[src/rtl/ir_dtrm_gen_pkg.sv]
// Shared types, default tuning values and the derivative saturation helper
// for the IR heading-fusion conditioning stage.
package ir_pkg;

  localparam logic [11:0] NOM_IR        = 12'h970;
  localparam logic [11:0] OPN_THRES_DEF = 12'h111;
  localparam logic [11:0] OPN_HYST_DEF  = 12'h040;
  localparam int          DEB_CNT_DEF   = 3;
  localparam int          D_DEPTH_DEF   = 4;
  localparam int          DSHIFT_DEF    = 1;
  localparam int          TIMEOUT_DEF   = 50000;

  typedef logic signed [12:0] ir_diff_t;
  typedef logic signed [13:0] ir_draw_t;

  // Clamp a 14-bit signed derivative into the 9-bit signed output range.
  function automatic logic signed [8:0] sat9(input logic signed [13:0] d);
    if (d > 14'sd255)
      return 9'sd255;
    else if (d < -14'sd256)
      return $signed(9'h100);
    else
      return d[8:0];
  endfunction

endpackage

[src/rtl/ir_dtrm_gen_if.sv]
// Sample/derivative bus between the IR front end and the fusion math stage.
interface ir_dtrm_gen_if;

  // IR_vld is a one-cycle strobe qualifying lft_IR/rght_IR; there is no ready,
  // every strobed sample is consumed. dtrm_vld is the matching output strobe.
  logic              IR_vld;
  logic [11:0]       lft_IR;
  logic [11:0]       rght_IR;
  logic              lft_opn;
  logic              rght_opn;
  logic signed [8:0] IR_Dtrm;
  logic              en_fusion;
  logic              dtrm_vld;

  modport master (
    output IR_vld, lft_IR, rght_IR,
    input  lft_opn, rght_opn, IR_Dtrm, en_fusion, dtrm_vld
  );

  modport slave (
    input  IR_vld, lft_IR, rght_IR,
    output lft_opn, rght_opn, IR_Dtrm, en_fusion, dtrm_vld
  );

endinterface

[src/rtl/ir_dtrm_gen_opn_qual.sv]
// Per-side wall-opening qualifier: hysteresis comparison plus a debounce
// counter that toggles the flag after DEB_CNT consecutive contrary samples.
module ir_opn_qual
  import ir_pkg::*;
#(
  parameter logic [11:0] OPN_THRES = OPN_THRES_DEF,
  parameter logic [11:0] OPN_HYST  = OPN_HYST_DEF,
  parameter int          DEB_CNT   = DEB_CNT_DEF
) (
  input  logic        clk,
  input  logic        rst,
  input  logic        smpl_vld,
  input  logic [11:0] ir,
  output logic        opn,
  output logic        opn_nxt,
  output logic        tgl
);

  localparam int          CW        = $clog2(DEB_CNT + 1);
  localparam logic [12:0] CLOSE_LVL = {1'b0, OPN_THRES} + {1'b0, OPN_HYST};

  logic [CW-1:0] cnt;
  logic [CW-1:0] cnt_nxt;
  logic          against;

  // A sample "argues against" the flag when it points to the other state;
  // readings inside the hysteresis band never do.
  always_comb begin
    against = opn ? ({1'b0, ir} > CLOSE_LVL) : (ir < OPN_THRES);
    cnt_nxt = cnt;
    tgl     = 1'b0;
    if (smpl_vld) begin
      if (!against) begin
        cnt_nxt = '0;
      end else if (cnt == CW'(DEB_CNT - 1)) begin
        cnt_nxt = '0;
        tgl     = 1'b1;
      end else begin
        cnt_nxt = cnt + CW'(1);
      end
    end
    opn_nxt = opn ^ tgl;
  end

  always_ff @(posedge clk or posedge rst) begin
    if (rst) begin
      cnt <= '0;
      opn <= 1'b0;
    end else begin
      cnt <= cnt_nxt;
      opn <= opn_nxt;
    end
  end

endmodule

[src/rtl/ir_dtrm_gen.sv]
// IR conditioning top: opening flags, diff history, saturated derivative
// term and the fusion-enable qualifier with sample-starvation timeout.
module ir_dtrm_gen
  import ir_pkg::*;
#(
  parameter logic [11:0] OPN_THRES = OPN_THRES_DEF,
  parameter logic [11:0] OPN_HYST  = OPN_HYST_DEF,
  parameter int          DEB_CNT   = DEB_CNT_DEF,
  parameter int          D_DEPTH   = D_DEPTH_DEF,
  parameter int          DSHIFT    = DSHIFT_DEF,
  parameter int          TIMEOUT   = TIMEOUT_DEF
) (
  input  logic         clk,
  input  logic         rst,
  ir_dtrm_gen_if.slave bus
);

  localparam int            FW     = $clog2(D_DEPTH + 1);
  localparam int            TW     = $clog2(TIMEOUT);
  localparam logic [FW-1:0] FULL   = FW'(D_DEPTH);
  localparam logic [TW-1:0] TO_MAX = TW'(TIMEOUT - 1);

  logic              lft_opn, lft_nxt, lft_tgl;
  logic              rght_opn, rght_nxt, rght_tgl;
  ir_diff_t          hist [D_DEPTH];
  ir_diff_t          ir_diff;
  ir_draw_t          d_raw;
  ir_draw_t          d_shift;
  logic [FW-1:0]     fill, fill_nxt;
  logic [TW-1:0]     to_cnt;
  logic signed [8:0] dtrm, dtrm_nxt;
  logic              en_fusion, dtrm_vld;
  logic              full, flush, shift, to_hit;

  ir_opn_qual #(.OPN_THRES(OPN_THRES), .OPN_HYST(OPN_HYST), .DEB_CNT(DEB_CNT)) u_lft (
    .clk      (clk),
    .rst      (rst),
    .smpl_vld (bus.IR_vld),
    .ir       (bus.lft_IR),
    .opn      (lft_opn),
    .opn_nxt  (lft_nxt),
    .tgl      (lft_tgl)
  );

  ir_opn_qual #(.OPN_THRES(OPN_THRES), .OPN_HYST(OPN_HYST), .DEB_CNT(DEB_CNT)) u_rght (
    .clk      (clk),
    .rst      (rst),
    .smpl_vld (bus.IR_vld),
    .ir       (bus.rght_IR),
    .opn      (rght_opn),
    .opn_nxt  (rght_nxt),
    .tgl      (rght_tgl)
  );

  always_comb begin
    ir_diff = $signed({1'b0, bus.lft_IR}) - $signed({1'b0, bus.rght_IR});
    d_raw   = $signed({ir_diff[12], ir_diff}) - $signed({hist[D_DEPTH-1][12], hist[D_DEPTH-1]});
    d_shift = d_raw >>> DSHIFT;
    full    = (fill == FULL);
    // Any flag change or a double opening invalidates the history window.
    flush   = lft_tgl | rght_tgl | (lft_nxt & rght_nxt);
    shift   = !flush && !lft_nxt && !rght_nxt;
    to_hit  = !bus.IR_vld && (to_cnt == TO_MAX);

    fill_nxt = fill;
    dtrm_nxt = dtrm;
    if (bus.IR_vld) begin
      if (flush) begin
        fill_nxt = '0;
        dtrm_nxt = '0;
      end else begin
        dtrm_nxt = full ? sat9(d_shift) : 9'sd0;
        if (shift && !full)
          fill_nxt = fill + FW'(1);
      end
    end else if (to_hit) begin
      fill_nxt = '0;
      dtrm_nxt = '0;
    end
  end

  always_ff @(posedge clk or posedge rst) begin
    if (rst) begin
      for (int i = 0; i < D_DEPTH; i++)
        hist[i] <= '0;
      fill      <= '0;
      dtrm      <= '0;
      en_fusion <= 1'b0;
      dtrm_vld  <= 1'b0;
      to_cnt    <= '0;
    end else begin
      if (bus.IR_vld && shift) begin
        hist[0] <= ir_diff;
        for (int i = 1; i < D_DEPTH; i++)
          hist[i] <= hist[i-1];
      end
      fill      <= fill_nxt;
      dtrm      <= dtrm_nxt;
      en_fusion <= (fill_nxt == FULL);
      dtrm_vld  <= bus.IR_vld;
      if (bus.IR_vld)
        to_cnt <= '0;
      else if (to_cnt != TO_MAX)
        to_cnt <= to_cnt + TW'(1);
    end
  end

  assign bus.lft_opn   = lft_opn;
  assign bus.rght_opn  = rght_opn;
  assign bus.IR_Dtrm   = dtrm;
  assign bus.en_fusion = en_fusion;
  assign bus.dtrm_vld  = dtrm_vld;

endmodule
[src/flat_wrapper.sv]
// flat-port wrapper written by rule: the top's interface ports become plain ports
module ir_dtrm_gen_flat import ir_pkg::*;
#(
  parameter logic [11:0] OPN_THRES = OPN_THRES_DEF,
  parameter logic [11:0] OPN_HYST  = OPN_HYST_DEF,
  parameter int          DEB_CNT   = DEB_CNT_DEF,
  parameter int          D_DEPTH   = D_DEPTH_DEF,
  parameter int          DSHIFT    = DSHIFT_DEF,
  parameter int          TIMEOUT   = TIMEOUT_DEF
)
  (clk, rst, bus_IR_vld, bus_lft_IR, bus_rght_IR, bus_lft_opn, bus_rght_opn, bus_IR_Dtrm, bus_en_fusion, bus_dtrm_vld);
  ir_dtrm_gen_if bus_i ();
  input  logic clk;
  input  logic rst;
  input wire logic [$bits(bus_i.IR_vld)-1:0] bus_IR_vld;
  input wire logic [$bits(bus_i.lft_IR)-1:0] bus_lft_IR;
  input wire logic [$bits(bus_i.rght_IR)-1:0] bus_rght_IR;
  output wire logic [$bits(bus_i.lft_opn)-1:0] bus_lft_opn;
  output wire logic [$bits(bus_i.rght_opn)-1:0] bus_rght_opn;
  output wire logic [$bits(bus_i.IR_Dtrm)-1:0] bus_IR_Dtrm;
  output wire logic [$bits(bus_i.en_fusion)-1:0] bus_en_fusion;
  output wire logic [$bits(bus_i.dtrm_vld)-1:0] bus_dtrm_vld;
  assign bus_i.IR_vld = bus_IR_vld;
  assign bus_i.lft_IR = bus_lft_IR;
  assign bus_i.rght_IR = bus_rght_IR;
  assign bus_lft_opn = bus_i.lft_opn;
  assign bus_rght_opn = bus_i.rght_opn;
  assign bus_IR_Dtrm = bus_i.IR_Dtrm;
  assign bus_en_fusion = bus_i.en_fusion;
  assign bus_dtrm_vld = bus_i.dtrm_vld;
  ir_dtrm_gen #(.OPN_THRES(OPN_THRES), .OPN_HYST(OPN_HYST), .DEB_CNT(DEB_CNT), .D_DEPTH(D_DEPTH), .DSHIFT(DSHIFT), .TIMEOUT(TIMEOUT)) u_core (.clk(clk), .rst(rst), .bus(bus_i));
endmodule
[config.mk]
export PLATFORM = sky130hd
export DESIGN_NAME = ir_dtrm_gen_flat
export DESIGN_NICKNAME = d
export VERILOG_FILES = /design/src/rtl/ir_dtrm_gen_pkg.sv /design/src/rtl/ir_dtrm_gen_if.sv /design/src/rtl/ir_dtrm_gen_opn_qual.sv /design/src/rtl/ir_dtrm_gen.sv /design/src/flat_wrapper.sv
export SDC_FILE = /design/constraint.sdc
export NUM_CORES = 1
export LEC_CHECK = 0
export ABC_AREA = 1
export CORE_MARGIN = 2
export CORE_UTILIZATION = 30
export CTS_CLUSTER_SIZE = 40
export DETAILED_ROUTE_END_ITERATION = 8
export PLACE_DENSITY_LB_ADDON = 0.1
export SYNTH_ARGS = -nofsm -noshare
export SYNTH_HDL_FRONTEND = slang
export SYNTH_HIERARCHICAL = 1
export SYNTH_SLANG_ARGS = --single-unit
[constraint.sdc]
create_clock -name clk -period 2.9 [get_ports clk]
set_input_delay 0.29 -clock clk [delete_from_list [all_inputs] [get_ports clk]]
set_output_delay 0.29 -clock clk [all_outputs]
set_load 0.005 [all_outputs]
==> key figures <==
Worst setup path
  – Critical path fanouts, max: 8
  – Worst r2r src: u_core/u_lft/cnt[0]
  – Delay-heaviest family, CP: simple AND/OR/NAND/NOR gates
  – WS Path Type: in2reg
  – Buffers & Inverters on Critical Path: 3
  – Critical-path top delay cell: ha_4
  – CP startpoint kind: input port
  – CP arrival: about 3.0 ns
  – RR Endpoint: u_core/bus.en_fusion
  – Critical Path RT: 3.14 ns
  – Worst setup EP type: register
  – Worst R2R Setup Slack: 0.82 ns
  – Slowest stage delay, CP: 0.31 ns
  – Path depth of the worst reg2reg path: 13
  – Most used cell, CP: nand2_1

Floorplan
  – Die area: between 15,000 and 20,000 um2
  – Initial Util: 0.3085
  – Die X: 137.8 um
  – Core area: 17,420 um2
  – FP Rows: 48
  – Chip height: 137.8 um
  – Ports: 40

Finish
  – # diodes: 0
  – Layout cells sized above 1: 0.2908
  – Synth-to-Final Area Change: 38.47%
  – Fillers: about 1,800
  – Multi-input gate area: 3208 um2
  – Final nets: 915
  – Storage element area: 2202 um2
  – Final core occ: 0.4272

Logic synthesis
  – FF+latch count, synth: 88
  – Most common cell in the netlist: nand2_1
  – Synth unique cells: 35
  – Top cells by count, synth: 264 x nand2_1, 112 x inv_1, 88 x dfrtp_1, 42 x o21ai_0, 38 x nor2_1
  – Cell Area, Synth: 5373 um2
  – EDFF count, synth: 0
  – Top post-synthesis cells by area: dfrtp_1 41%, nand2_1 18%, inv_1 7.8%, ha_1 6.3%, o21ai_0 3.9%
  – Top cell type's share of synthesized area: 0.4099
  – Post-synth top flop: dfrtp_1
  – Leading area contributor after synthesis: dfrtp_1
  – Syn Inst Count: 738
  – Warnings from Yosys: 6
  – Syn_nets: 794
  – Fraction of registers with async set/reset: 1.000
  – Average size of a mapped cell: 7.280 um2
  – Seq/Total Area, Yosys: 0.4099

Route
  – DRC violations left: 0
  – Number of vias per cell: 4.561
  – Final wirelength: between 10,000 and 15,000 um
  – DRT iter0 DRCs: about 260
  – Vias: 4,962
  – DRT antenna net count: 0
  – Avg WL per Cell: approximately 12 um
  – Pre-antenna DRT Iters: 5

Clock network
  – Worst skew pair latency: 0.34 ns
  – Total CTS buffers: 9
  – Clock transition at path regs: 0.07 ns
  – Clock tree buffer depth: 2
  – H-tree level count: 3
  – TritonCTS clock tree: done
  – Hold_buf cts: 0
  – CTS Root Cell: clkbuf_16
  – Clock sinks: 88

Min path
  – Hold Path Class: in2async

STA
  – Clk_skew: 0.007078 ns
  – Fin. Hold Viols: 0
  – Tcrit/Tclk final: 0.9412
  – Slew HR: 0.4738
  – Final setup viols: 0
  – Achievable frequency: 366.4 MHz
  – Hold WS: around 0.24 ns
  – Slew Limit Fails: 0
  – Tightest Pin Transition: 0.7884 ns
  – Min Tclk post-route: 2.729 ns

Global routing
  – Vias in the first global route: 4,833
  – Largest net degree at the start of global routing: about 50
  – First-pass GRT wire length: 22,820 um
  – Initial antenna violation count: 0
  – Overall Global Routing Usage: 0.1531
  – Total gr overflow: 0

Power and ir drop
  – Max IR drop VDD: between 0.0003 and 0.0004 V
  – Leak: about 3.7 nW
  – Power per cell area: 637.9 nW/um2
  – Total Power: roughly 4.7 mW

Outcome
  – Outcome: completed

Placed design
  – I/O Buffers: 39
  – Final HPWL DP: 10,220 um
  – Placer Congestion: 0.8935

Flow run
  – Max-cap viol count: 0
[routing by layer]
metal / routed length (um) / track usage / up-vias
li1: - / - / 2555
met1: 6681 / 0.2076 / 2304
met2: 6161 / 0.2443 / 84
met3: 493 / 0.02980 / 19
met4: 263 / 0.05215 / 0
met5: 0 / 0 / -
[registers in the layout, indices dropped and copies added, names as in the netlist]
name                  cells
u_core/u_lft/cnt          2
u_core/fill               3
u_core/bus.IR_Dtrm        9
u_core/hist              52
u_core/u_rght/cnt         2
u_core/u_lft/opn          1
u_core/bus.dtrm_vld       1
u_core/bus.en_fusion      1
u_core/to_cnt            16
u_core/u_rght/opn         1
[cell usage in the layout, fill, tap and decap left out, types with 14 or more instances in the layout]
cell type          n
nand2_1          240
inv_1             94
dfrtp_1           88
buf_4             83
o21ai_0           41
nor2_1            30
nand2_2           29
nand3_1           23
inv_2             22
nand4_1           19
a21oi_1           18
ha_4              18
clkdlybuf4s50_1   17
a21oi_2           14
[logic make-up (layout without fill, tap and decap cells)]
logic type,count (synthesis),in the layout,share of synthesized area
xor+xnor,18,18,0.02934
compound gates,86,86,0.08570
buf+inv,132,257,0.09292
fa+ha+maj,29,29,0.07033
flops,88,88,0.4099
simple gates,385,385,0.3118
[final cells by class]
class,count,area share
multi-input cells,518,0.4312
flip-flops and latches,88,0.2960
repair buffers,122,0.1325
inverters,120,0.06172
well taps,225,0.03784
clock buffers,10,0.03212
clock inverters,5,0.008577
[power by group]
| group | total (mW) | leakage (nW) | internal (mW) | switching, mW |
|---|---|---|---|---|
| Sequential | 1.51 | 1.14 | 1.41 | 0.0944 |
| Combinational | 2.04 | 2.44 | 0.951 | 1.09 |
| Clock | 1.19 | 0.146 | 0.694 | 0.501 |
| Total | 4.75 | 3.73 | 3.06 | 1.69 |
[what timing repair did]
action	CTS	global route
setup endpoints to repair	9	9
gates resized for setup	85	89
pin swaps	23	48
setup buffers	3	4
[worst max-delay path by stage]
stage,startpoint,cells past startpoint,endpoint
finish,bus_lft_IR[2],25,u_core/bus.IR_Dtrm[4]
global route,bus_lft_IR[2],25,u_core/bus.IR_Dtrm[4]
CTS,bus_rght_IR[2],24,u_core/bus.IR_Dtrm[4]
detailed placement,bus_rght_IR[2],22,u_core/bus.IR_Dtrm[4]
global placement,bus_rght_IR[2],22,u_core/bus.IR_Dtrm[3]
floorplan,bus_rght_IR[2],25,u_core/bus.IR_Dtrm[0]
[through the flow]
step / setup slack (ns) / instance area [um2] / instances / TNS [ns]
3_3_place_gp: -0.9561 / 6600 / 1066 / -8.387
4_1_cts: 0.009577 / 7217 / 1084 / 0
6_report: 0.1706 / 7440 / 1088 / 0
2_1_floorplan: 0.01549 / 5373 / 738 / 0
3_5_place_dp: -0.9441 / 6600 / 1066 / -8.261
5_1_grt: -0.02196 / 7440 / 1088 / -0.08062
(Power assumes the default switching activity.)
